File: src/rtl/seg7_pkg.sv
// Shared types and the 7-segment hex font for the scan driver.
// Patterns are {G,F,E,D,C,B,A}, active-low (0 = segment lit).
package seg7_pkg;

    typedef enum logic [0:0] {
        ST_IDLE = 1'b0,
        ST_SCAN = 1'b1
    } scan_state_t;

    localparam logic [6:0] SEG_BLANK = 7'b1111111;

    localparam logic [6:0] SEG_FONT [16] = '{
        7'b1000000, 7'b1111001, 7'b0100100, 7'b0110000,
        7'b0011001, 7'b0010010, 7'b0000010, 7'b1111000,
        7'b0000000, 7'b0010000, 7'b0001000, 7'b0000011,
        7'b1000110, 7'b0100001, 7'b0000110, 7'b0001110
    };

    function automatic logic [6:0] hex_to_seg(input logic [3:0] nibble);
        return SEG_FONT[nibble];
    endfunction

endpackage

File: src/rtl/seg7_decode.sv
// Combinational nibble-to-segment decoder with a blanking override.
// Output is always active-low; polarity is applied by the caller.
module seg7_decode
    import seg7_pkg::*;
(
    input  logic [3:0] i_nibble,
    input  logic       i_blank,
    output logic [6:0] o_seg
);

    // Font lookup unless the digit is blanked
    always_comb begin
        if (i_blank) begin
            o_seg = SEG_BLANK;
        end else begin
            o_seg = hex_to_seg(i_nibble);
        end
    end

endmodule

File: src/rtl/seg7_scan_ctrl.sv
// Multiplexed 7-segment scan driver: slot/phase/digit counters, per-frame
// input snapshot, leading-zero blanking, PWM brightness and registered pins.
module seg7_scan_ctrl
    import seg7_pkg::*;
#(
    parameter int NUM_DIGITS     = 8,
    parameter int SLOT_CYCLES    = 100_000,
    parameter bit SEG_ACTIVE_LOW = 1'b1,
    parameter bit AN_ACTIVE_LOW  = 1'b1
) (
    input  logic                    clk,
    input  logic                    rst_n,
    input  logic                    en,
    input  logic [4*NUM_DIGITS-1:0] data,
    input  logic [NUM_DIGITS-1:0]   dp,
    input  logic [NUM_DIGITS-1:0]   digit_en,
    input  logic [3:0]              brightness,
    input  logic                    lz_suppress,
    output logic [6:0]              seg,
    output logic                    dp_out,
    output logic [NUM_DIGITS-1:0]   an,
    output logic                    frame_done
);

    localparam int SUB_MAX = SLOT_CYCLES / 16;
    localparam int SUB_W   = (SUB_MAX > 1) ? $clog2(SUB_MAX) : 1;
    localparam int DIG_W   = (NUM_DIGITS > 1) ? $clog2(NUM_DIGITS) : 1;

    localparam logic [NUM_DIGITS-1:0] AN_OFF  = {NUM_DIGITS{AN_ACTIVE_LOW}};
    localparam logic [6:0]            SEG_OFF = {7{SEG_ACTIVE_LOW}};
    localparam logic                  DP_OFF  = SEG_ACTIVE_LOW;

    scan_state_t             r_state, w_state_nxt;
    logic [SUB_W-1:0]        r_sub_cnt, w_sub_nxt;
    logic [3:0]              r_phase, w_phase_nxt;
    logic [DIG_W-1:0]        r_digit, w_digit_nxt;
    logic                    w_snap, w_wrap, w_sub_last, w_dig_last;

    logic [4*NUM_DIGITS-1:0] r_data_sh;
    logic [NUM_DIGITS-1:0]   r_dp_sh, r_den_sh;
    logic [3:0]              r_bright_sh;
    logic                    r_lz_sh;

    logic                    w_active, w_zero_run, w_lz_blank, w_dp_bit, w_lit, w_dp_lit;
    logic [3:0]              w_nib;
    logic [NUM_DIGITS-1:0]   w_an_hot;
    logic [6:0]              w_seg_pat;

    logic [NUM_DIGITS-1:0]   r_an;
    logic [6:0]              r_seg;
    logic                    r_dp_out, r_frame_done;

    assign w_sub_last = (r_sub_cnt == SUB_W'(SUB_MAX - 1));
    assign w_dig_last = (r_digit == DIG_W'(NUM_DIGITS - 1));

    // FSM and counter state registers
    always_ff @(posedge clk or negedge rst_n) begin
        if (!rst_n) begin
            r_state   <= ST_IDLE;
            r_sub_cnt <= '0;
            r_phase   <= 4'd0;
            r_digit   <= '0;
        end else begin
            r_state   <= w_state_nxt;
            r_sub_cnt <= w_sub_nxt;
            r_phase   <= w_phase_nxt;
            r_digit   <= w_digit_nxt;
        end
    end

    // Next-state and counter advance; leaving SCAN or sitting in IDLE clears all counters
    always_comb begin
        w_state_nxt = r_state;
        w_sub_nxt   = '0;
        w_phase_nxt = 4'd0;
        w_digit_nxt = '0;
        w_snap      = 1'b0;
        w_wrap      = 1'b0;
        case (r_state)
            ST_IDLE: begin
                if (en) begin
                    w_state_nxt = ST_SCAN;
                    w_snap      = 1'b1;
                end else begin
                    w_state_nxt = ST_IDLE;
                end
            end
            ST_SCAN: begin
                if (!en) begin
                    w_state_nxt = ST_IDLE;
                end else begin
                    w_state_nxt = ST_SCAN;
                    w_phase_nxt = r_phase;
                    w_digit_nxt = r_digit;
                    if (!w_sub_last) begin
                        w_sub_nxt = r_sub_cnt + SUB_W'(1);
                    end else if (r_phase != 4'd15) begin
                        w_phase_nxt = r_phase + 4'd1;
                    end else if (!w_dig_last) begin
                        w_phase_nxt = 4'd0;
                        w_digit_nxt = r_digit + DIG_W'(1);
                    end else begin
                        w_phase_nxt = 4'd0;
                        w_digit_nxt = '0;
                        w_wrap      = 1'b1;
                        w_snap      = 1'b1;
                    end
                end
            end
            default: begin
                w_state_nxt = ST_IDLE;
            end
        endcase
    end

    // Shadow copy of the display inputs, refreshed only at frame boundaries
    always_ff @(posedge clk or negedge rst_n) begin
        if (!rst_n) begin
            r_data_sh   <= '0;
            r_dp_sh     <= '0;
            r_den_sh    <= '0;
            r_bright_sh <= 4'd0;
            r_lz_sh     <= 1'b0;
        end else if (w_snap) begin
            r_data_sh   <= data;
            r_dp_sh     <= dp;
            r_den_sh    <= digit_en;
            r_bright_sh <= brightness;
            r_lz_sh     <= lz_suppress;
        end else begin
            r_data_sh   <= r_data_sh;
            r_dp_sh     <= r_dp_sh;
            r_den_sh    <= r_den_sh;
            r_bright_sh <= r_bright_sh;
            r_lz_sh     <= r_lz_sh;
        end
    end

    // Phase 15 is a guard interval so adjacent digits never ghost
    assign w_active = (r_state == ST_SCAN) && en && (r_phase < r_bright_sh) && (r_phase != 4'd15);

    // Select the current digit's fields; w_zero_run tracks "all digits so far are zero"
    always_comb begin
        w_nib      = 4'd0;
        w_dp_bit   = 1'b0;
        w_lz_blank = 1'b0;
        w_zero_run = 1'b1;
        w_an_hot   = '0;
        for (int i = 0; i < NUM_DIGITS; i++) begin
            w_zero_run = w_zero_run & (r_data_sh[4*(NUM_DIGITS-1-i) +: 4] == 4'd0);
            w_nib      = w_nib | ((DIG_W'(i) == r_digit) ? r_data_sh[4*(NUM_DIGITS-1-i) +: 4] : 4'd0);
            w_dp_bit   = w_dp_bit | ((DIG_W'(i) == r_digit) & r_dp_sh[NUM_DIGITS-1-i]);
            w_lz_blank = w_lz_blank | ((DIG_W'(i) == r_digit) & r_lz_sh & w_zero_run
                                       & (i != NUM_DIGITS - 1));
            w_an_hot[NUM_DIGITS-1-i] = (DIG_W'(i) == r_digit) & r_den_sh[NUM_DIGITS-1-i] & w_active;
        end
    end

    assign w_lit    = |w_an_hot;
    assign w_dp_lit = w_lit & w_dp_bit;

    seg7_decode u_decode (
        .i_nibble (w_nib),
        .i_blank  (~w_lit | w_lz_blank),
        .o_seg    (w_seg_pat)
    );

    // Output pin registers with board polarity applied
    always_ff @(posedge clk or negedge rst_n) begin
        if (!rst_n) begin
            r_an         <= AN_OFF;
            r_seg        <= SEG_OFF;
            r_dp_out     <= DP_OFF;
            r_frame_done <= 1'b0;
        end else begin
            r_an         <= AN_ACTIVE_LOW ? ~w_an_hot : w_an_hot;
            r_seg        <= SEG_ACTIVE_LOW ? w_seg_pat : ~w_seg_pat;
            r_dp_out     <= SEG_ACTIVE_LOW ? ~w_dp_lit : w_dp_lit;
            r_frame_done <= w_wrap;
        end
    end

    assign an         = r_an;
    assign seg        = r_seg;
    assign dp_out     = r_dp_out;
    assign frame_done = r_frame_done;

endmodule

File: config.mk
export PLATFORM = sky130hd
export DESIGN_NAME = seg7_scan_ctrl
export DESIGN_NICKNAME = d
export VERILOG_FILES = /design/src/rtl/seg7_pkg.sv /design/src/rtl/seg7_decode.sv /design/src/rtl/seg7_scan_ctrl.sv
export SDC_FILE = /design/constraint.sdc
export NUM_CORES = 1
export LEC_CHECK = 0
export ABC_AREA = 0
export ABC_CLOCK_PERIOD_IN_PS = 3400
export BUFFER_PORTS_ARGS = -buffer_cell sky130_fd_sc_hd__buf_2
export CORE_MARGIN = 5
export CORE_UTILIZATION = 55
export DETAILED_ROUTE_END_ITERATION = 16
export PLACE_DENSITY_LB_ADDON = 0.2
export SETUP_SLACK_MARGIN = 0.15
export SLEW_MARGIN = 20
export SYNTH_ARGS = -nofsm -noshare
export SYNTH_HDL_FRONTEND = slang
export SYNTH_SLANG_ARGS = --single-unit
File: constraint.sdc
create_clock -name clk -period 3.4 [get_ports clk]
set_clock_uncertainty 0.15 [all_clocks]
set_input_delay 0.17 -clock clk [delete_from_list [all_inputs] [get_ports clk]]
set_output_delay 0.17 -clock clk [all_outputs]
set_load 0.1 [all_outputs]
### Word-level counts from Yosys, hierarchy flattened

Memory sizes are Yosys's and may differ from the RTL's.
Index checks and enable logic that the tools add are counted.

* add/subtract/negate cells: 3
* eq/ne operators: 12
* bitwise logic cells: 71
* mux-type cells: 30
* reduce and logical (&&, ||, !) cells: 13
* order comparisons: 2

Operators by type and width (count)
* 4-bit 2-to-1 mux: 12
* 1-bit AND: 45
* 13-bit 2-to-1 mux: 3
* 4-bit logical NOT: 7
* 4-bit bitwise OR: 7
* 7-bit 2-to-1 mux: 3
* 3-bit 2-to-1 mux: 5
* 1-bit bitwise OR: 14
* 13-bit by 1-bit adder with 13-bit output (second input constant): 1
* 13-bit == test (second input constant): 1
* 3-bit == test (first input constant): 4
* 8-bit NOT: 1
* 8-bit OR reduction: 1
* 2-bit by 3-bit == test with 1-bit output (first input constant): 2
* 1-bit 2-to-1 mux: 6
* 5-bit >= comparator (second input constant): 1
* 4-bit NOT with 5-bit output: 1
* 4-bit by 1-bit adder with 4-bit output (second input constant): 1
* 4-bit < comparator: 1
* 4-bit != test (second input constant): 1
* 3-bit by 1-bit adder with 3-bit output (second input constant): 1
* 1-bit by 3-bit == test with 1-bit output (first input constant): 1
* 3-bit == test (second input constant): 1
* 1-bit logical AND: 3
* other kinds (6): 8

* register bits after elaboration: 91
* ROM bits: 112
* memories kept: 1
* input port bits: 56

Memory list
* (no name shown): depth 16, bits a word 7, rd ports 1, clocked after Yosys merged registers in 0, wr ports 0, RTL line seg7_pkg.sv:20 `return SEG_FONT[nibble];`

### Longest topological paths before layout

Gate-level depths: netlist of run 1.

* word-level depth: 14
* gate-level depth with buffers: 13
* depth with buffers taken out: 10

### Cells and area by module

From an unflattened synthesis of run 1, not the netlist that was laid out.

* cells, all modules: 368
* area, all modules: 4595.7 sq um

Modules (own cells, without submodules)
* seg7_scan_ctrl: times used 1, cells each 329, area each 4319.1 sq um
* seg7_decode: times used 1, cells each 39, area each 276.5 sq um

### Worst setup path before layout of run 1

Ideal clock, no wire load.

* path kind: reg2reg
* start: register r_digit[2]
* end: register r_seg[3] (netlist: seg[3])
* clock period less this slack: 2.993 ns
* setup time: 0.082 ns
* data arrival time: 2.761 ns
* data required time: 3.168 ns
* cell stages (with the launch flop): 14
* path buffers: 3
* slack: 0.407 ns
* cells stage by stage: dfrtp_1 clkbuf_1 inv_1 clkbuf_1 ha_1 clkbuf_1 a22o_1 a31oi_1 o21ai_0 inv_1 ha_1 inv_1 mux4_2 nand2b_1

* cells in the longest elaborated chain, start to end: 14
* elaborated cells on any way between the ends: 67
* those cells by class: eq/ne (7); mux (11); bitwise (46); reduce/logical (2); memory (1)

RTL lines
* start, declared: RTL line seg7_scan_ctrl.sv:36 `logic [DIG_W-1:0] r_digit, w_digit_nxt;`
* start signal, assigned: RTL line seg7_scan_ctrl.sv:67 `r_digit <= w_digit_nxt;`
* 1-bit by 3-bit == test with 1-bit output / 3-bit logical NOT (equally long branches): RTL line seg7_scan_ctrl.sv:151, seg7_scan_ctrl.sv:153, seg7_scan_ctrl.sv:155
* 4-bit 2-to-1 mux: RTL line seg7_scan_ctrl.sv:151 `w_nib = w_nib | ((DIG_W'(i) == r_digit) ? r_data_sh[4*(NUM_DIGITS-1-i) +: 4] : 4'd0);`
* 4-bit bitwise OR (7 in a row): RTL line seg7_scan_ctrl.sv:151
* 4-bit NOT with 5-bit output (implied by the code): RTL line seg7_pkg.sv:20
* memory 16 x 7 bit
* 7-bit 2-to-1 mux (implied by the code) (2 in a row): RTL line seg7_pkg.sv:20
* 7-bit 2-to-1 mux (*): RTL line seg7_decode.sv:13 `if (i_blank) begin`
* named net u_decode.o_seg[3]: RTL line seg7_decode.sv:8 `output logic [6:0] o_seg`
* end signal, assigned: RTL line seg7_scan_ctrl.sv:177 `r_seg <= SEG_ACTIVE_LOW ? w_seg_pat : ~w_seg_pat;`
* end, declared: RTL line seg7_scan_ctrl.sv:50 `logic [6:0] r_seg;`

Mark *: on every way through the listed nets, which the timed path passes. The rest lies on a longest branch. The select of a mux whose other input is x is not followed.
A chain may end at the register's enable or synchronous reset.

### Worst setup path after layout of run 1

* start: register r_digit[0]
* end: register r_seg[3] (netlist: seg[3])

Same word-level chain as after synthesis.

==> run_results.csv, run 1 <==
group,metric,value,unit
placement,gp_congestion,0.833,
critical_path,worstSetupPathType,"flip-flop to flip-flop",
synth,netlist.top_cell.by_area,"dfrtp_1",
detailed_routing,drt_iter0_drc,196,
detailed_routing,vias_per_cell,5.42,
timing,slew-limit-headroom,25.7,%
floorplanning,fp.dieH,100,um
timing,fin_crit_sh,89.6,%
synth,async_flop_share,100,%
timing,fmax,328,MHz
timing,slew_viol_final,0,
job,max_cap_viol_count,0,
critical_path,crit_path_max_incr_delay,0.49,ns
critical_path,path_delay_family,"buffers and inverters",
layout,area_delta_synth_final,27.5,%
critical_path,path_max_fanout,11,
synth,synth_top_area_share,41.8,%
critical_path,crit_path_frequent_cell,"inv_1",
grt,grt_pass1_wl,16.3,mm
timing,hold_viol,0,
power,leakagePower,2.69,nW
detailed_routing,dr_total_vias,3189,
clock_network,cts_buffers,9,
synth,synth_area,4490,um2
floorplanning,dieArea,10100,um2
synth,syn_inst,347,
synth,synth_ff_type,"dfrtp_1",
detailed_routing,drc_errors,0,
power,ir_drop,318,uV
clock_network,cts_max_level,3,
grt,grt_pass1_vias,3342,
timing,tightest_slew,1.11,ns
clock_network,clock_path_buffers,2,
critical_path,worstSetupEndpointType,"flip-flop",
layout,final_cell_mix,"dfrtp_1, buf_2, dlygate4sd3_1",
placement,place_ws,0.298,ns
synth,ys_seq_area_share,51.2,%
clock_network,cts.sinks,91,
synth,yosysWarnings,0,
layout,antenna_cells,0,
detailed_routing,drtAntennaViolNets,0,
critical_path,path_cells,"inv_1, ha_1, buf_4, a221oi_1, o21ai_0, inv_1, ha_1, inv_1, mux4_2, nand2b_1",
worst_hold_path,hp-class,"input pin to async pin",
timing,fin_setup_tns,0,ns
clock_network,clk_latency,0.35,ns
floorplanning,ioPinCount,73,
clock_network,cts_tree,"yes",
grt,antenna_found_initial,0,
clock_network,root_buffer,"clkbuf_8",
detailed_routing,routed_wl,9.73,mm
floorplanning,core.rowCount,33,
synth,ys_ff_latch,91,
power,power_density,438,nW/um2
floorplanning,core-area,8090,um2
critical_path,slowest_stage,"o21ai_0",
clock_network,clk_pin_slew,0.09,ns
critical_path,arrival,3.17,ns
layout,drive_gt1_share,36.6,%
synth,synth_edf_count,0,
timing,rsz0062_at_grt,"false",
critical_path,cp.required,3.52,ns
timing,fin_ws,0.353,ns
synth,avgSynthCellArea,12.9,um2
synth,yosys-top-cells-area,"dfrtp_1, mux2_4, dfstp_2, ha_1, a222oi_1",
critical_path,path_buf_inv,4,
timing,min_period,3.05,ns
detailed_routing,wl_per_cell,16.6,um
synth,yosysUniqueCellTypes,46,
layout,fin_nets,552,
critical_path,start_kind,"flip-flop",
placement,hpwlAfterDp,6.38,mm
placement,portBuffers,72,
grt,grt_remaining_overflow,0,
floorplanning,die_w,100,um
synth,syn_nets,421,
detailed_routing,drtPass1Iterations,4,
run_status,outcome,"completed",
grt,grt.total_usage,20.4,%
layout,layout_commonest_cell,"dfrtp_1",
timing,setup_viol,0,
floorplanning,start_util,55.5,%
grt,grt_max_degree,89,
## report_power, final
| group | switching, W | internal [W] | leakage [nW] | total (W) |
|---|---|---|---|---|
| sequential | 0.0000848 | 0.00119 | 1.09 | 0.00127 |
| combinational | 0.000214 | 0.000266 | 1.49 | 0.000480 |
| clock | 0.000370 | 0.000383 | 0.106 | 0.000752 |
## per-stage QoR
step	instance area, um2	total power (W)	hold slack [ns]	instances	util (%)
finish	5730	0.00251	0.269	588	70.7
global route	5730	0.00262	0.332	588	70.7
CTS	5690	0.00253	0.301	584	70.3
detailed placement	4930	0.00172	0.174	513	60.9
global placement	4930	0.00171	0.169	513	60.9
floorplan	4490	0.00159	-0.276	347	-
## metal layers
| metal | vias up | GRT usage (%) | routed length (um) |
|---|---|---|---|
| li1 | 1517 | - | - |
| met1 | 1567 | 27.9 | 4490 |
| met2 | 92 | 33.2 | 4610 |
| met3 | 13 | 4.03 | 508 |
| met4 | 0 | 5.70 | 124 |
| met5 | - | 0 | 0 |
## synth_stat cells, drive strengths merged (6+ instances only)
cell type	number
dfrtp	75
mux2	55
nor2	26
nand2	19
ha	18
dfstp	16
a222oi	14
nand3	14
inv	11
clkbuf	10
buf	8
xnor2	8
a21oi	6
and3	6
mux2i	6
## sequential cells by signal, indices dropped and copies added (netlist names)
name	flops
r_data_sh	32
r_sub_cnt	13
an	8
r_den_sh	8
r_dp_sh	8
seg	7
r_bright_sh	4
r_phase	4
r_digit	3
dp_out	1
frame_done	1
r_lz_sh	1
r_state	1
## what timing repair did
item                                    in CTS  in global routing
hold buffers                                55                  0
resized for setup                            0                  1
setup buffers                                0                  4
endpoints found under the hold margin      129                  0
endpoints found under the setup margin       0                  1
## layout make-up
| class | count | area (um2) |
|---|---|---|
| timing repair buffer | 138 | 1000 |
| fill | 604 | 2370 |
| inverter | 11 | 45.0 |
| sequential | 91 | 2300 |
| multi-input combinational | 227 | 2040 |
| tap | 105 | 131 |
| clock inverter | 5 | 60.1 |
| clock buffer | 11 | 151 |
## path summary, 6_finish.rpt
| path | start | endpoint | slack, ns | cells after the start |
|---|---|---|---|---|
| setup / recovery | r_digit[0] | seg[3] | 0.35 | 10 |
| hold / removal | rst_n | r_dp_sh[2] | 0.27 | 2 |
| setup reg to reg | r_digit[0] | seg[3] | 0.35 | 10 |
| hold reg to reg | r_den_sh[5] | an[5] | 0.30 | 1 |
| max in group asynchronous | rst_n | seg[0] | 2.11 | 3 |
| min in group clk | r_den_sh[5] | an[5] | 0.30 | 1 |
## cell families after synthesis
kind of cell | synth area share, %
compound gates | 7.69
xor+xnor | 2.54
fa+ha+maj | 5.02
buf+inv | 3.54
flops | 51.2
mux | 19.8
simple gates | 10.3
Note: power is estimated with default switching activity, not from simulation.
==> inputs of run 2 (changes only) <==
--- a/config.mk
+++ b/config.mk
@@ -6,13 +6,14 @@
 export NUM_CORES = 1
 export LEC_CHECK = 0
 export ABC_AREA = 0
-export ABC_CLOCK_PERIOD_IN_PS = 3400
+export ABC_CLOCK_PERIOD_IN_PS = 2560
 export BUFFER_PORTS_ARGS = -buffer_cell sky130_fd_sc_hd__buf_2
 export CORE_MARGIN = 5
-export CORE_UTILIZATION = 55
+export CORE_UTILIZATION = 51
 export DETAILED_ROUTE_END_ITERATION = 16
 export PLACE_DENSITY_LB_ADDON = 0.2
 export SETUP_SLACK_MARGIN = 0.15
+export SKIP_LAST_GASP = 1
 export SLEW_MARGIN = 20
 export SYNTH_ARGS = -nofsm -noshare
 export SYNTH_HDL_FRONTEND = slang
==> constraint.sdc (replaced) <==
create_clock -name clk -period 2.56 [get_ports clk]
set_clock_uncertainty 0.15 [all_clocks]
set_input_delay 0.128 -clock clk [delete_from_list [all_inputs] [get_ports clk]]
set_output_delay 0.128 -clock clk [all_outputs]
set_load 0.1 [all_outputs]
==> run_results.csv, run 2 (synthesis gave the netlist of run 1 again) <==
group,metric,value,unit
run_status,outcome,"finished, violations left",
run_status,violations,"negative setup slack",
critical_path,cp.required,2.71,ns
timing,fin_crit_sh,101,%
timing,tightest_slew,0.584,ns
detailed_routing,drtPass1Iterations,5,
detailed_routing,wl_per_cell,18.2,um
detailed_routing,drt_iter0_drc,201,
detailed_routing,drc_errors,0,
grt,antenna_found_initial,0,
timing,slew_viol_final,0,
timing,hold_slack,0.162,ns
worst_hold_path,hp-class,"input pin to async pin",
placement,place_inst,534,
layout,area_delta_synth_final,38.3,%
floorplanning,ioPinCount,73,
layout,fin_nets,584,
clock_network,clock_path_buffers,2,
timing,slew-limit-headroom,61.1,%
clock_network,cts_buffers,9,
power,leakagePower,2.93,nW
power,ir_drop,318,uV
power,p_total,0.00336,W
floorplanning,die_w,104,um
critical_path,r2r_end,"seg[3]",
clock_network,clk_latency,0.35,ns
floorplanning,dieArea,10800,um2
grt,grt_pass1_wl,18.4,mm
timing,min_period,2.59,ns
placement,hpwlAfterDp,6.76,mm
clock_network,cts.sinks,91,
clock_network,root_buffer,"clkbuf_8",
critical_path,cp-startpoint,"r_digit[1]",
grt,grt.total_usage,20.7,%
layout,final_cells,623,
detailed_routing,vias_per_cell,5.55,
timing,fmax,386,MHz
critical_path,start_kind,"flip-flop",
timing,hold_viol,0,
layout,layout_commonest_cell,"dfrtp_1",
detailed_routing,routed_wl,11.3,mm
critical_path,worstSetupPathType,"flip-flop to flip-flop",
floorplanning,start_util,52.0,%
detailed_routing,dr_total_vias,3458,
critical_path,worstSetupEndpointType,"flip-flop",
critical_path,rr_worst_depth,10,
layout,regMostFlops,"r_data_sh",
layout,top_regs,"r_data_sh: 32 flops, r_sub_cnt: 13 flops",
floorplanning,fp.dieH,104,um
placement,gp_congestion,0.931,
timing,setup_viol,1,
critical_path,path_max_fanout,7,
critical_path,reg2reg_from,"r_digit[1]",
layout,nFillCells,574,
floorplanning,core.rowCount,34,
grt,grt_remaining_overflow,0,
layout,final_cell_mix,"dfrtp_1, buf_2, dlygate4sd3_1",
placement,portBuffers,72,
timing,rsz0062_at_grt,"true",
floorplanning,core-area,8640,um2
layout,drive_gt1_share,44.7,%
detailed_routing,drtAntennaViolNets,0,
job,max_cap_viol_count,0,
clock_network,cts_max_level,3,
clock_network,clk_pin_slew,0.09,ns
grt,grt_pass1_vias,3647,
timing,fin_ws,-0.0312,ns
critical_path,arrival,2.74,ns
layout,multi_input_area,2170,um2
power,power_density,541,nW/um2
critical_path,r2r_setup_slack,-0.03,ns
layout,antenna_cells,0,
layout,fin_util,71.9,%
layout,final-seq-area,2300,um2
grt,grt_max_degree,48,
clock_network,cts_tree,"yes",
layout,largest_register_ffs,32,
-- run 2: cell count changes in the layout (fill, tap and decap cells not counted), moves of 3 or more --
cell	delta
buf_4	+20
buf_6	+4
clkbuf_1	+3
clkbuf_16	+4
dfrtp_1	-3
dfrtp_2	+3
ha_1	-9
ha_2	+4
ha_4	+5
inv_1	-3
inv_2	+3
-- run 2: how the worst max path moves through the flow --
stage	cells after the start	end	slack (ns)
floorplan	11	seg[3]	-0.15
global placement	10	seg[3]	0.07
detailed placement	10	seg[3]	-0.04
CTS	9	seg[3]	0.04
global route	10	seg[3]	-0.16
finish	10	seg[3]	-0.03
-- run 2: area by class of cell --
class | instances | share of cell area, %
sequential | 91 | 37.1
inverter | 11 | 0.705
clock inverter | 3 | 0.383
multi-input combinational | 227 | 35.0
timing repair buffer | 170 | 22.3
tap | 108 | 2.18
clock buffer | 13 | 2.40
-- run 2: power breakdown --
| part | switching (W) | leakage, nW | internal (W) | total (W) |
|---|---|---|---|---|
| Sequential | 0.000123 | 1.09 | 0.00158 | 0.00170 |
| Combinational | 0.000328 | 1.76 | 0.000440 | 0.000767 |
| Clock | 0.000506 | 0.0799 | 0.000383 | 0.000890 |
-- run 2: stage by stage --
| step | setup slack [ns] | setup TNS, ns | cell area (um2) |
|---|---|---|---|
| floorplan | -0.146 | -0.146 | 4580 |
| global placement | 0.0662 | 0 | 5120 |
| detailed placement | -0.0399 | -0.0599 | 5120 |
| CTS | 0.0432 | 0 | 6020 |
| global route | -0.165 | -0.276 | 6210 |
| finish | -0.0312 | -0.0312 | 6210 |
-- run 2: layer usage --
layer	up-vias	global-route usage, %	share of wire [%]
met5	-	0	0
met2	148	33.6	48
met3	20	4.79	6.1
met1	1706	27.8	45
li1	1584	-	-
met4	0	6.20	1.6
-- run 2: critical path, cell delays in order, from the launching register on --
cell and delay, ns:
dfrtp_2 0.44, inv_4 0.06, ha_4 0.18, a222oi_1 0.36, mux2i_1 0.15, a221oi_2 0.25
buf_4 0.19, ha_4 0.13, inv_2 0.03, mux4_2 0.44, nand2b_4 0.14
-- run 2: timing repair --
item	4_1_cts	5_1_grt
buffers inserted	6	5
endpoints found under the setup margin	57	60
resized for setup	21	7
endpoints found under the hold margin	98	0
gates cloned	1	6
pin swaps	7	8
hold buffers	55	0
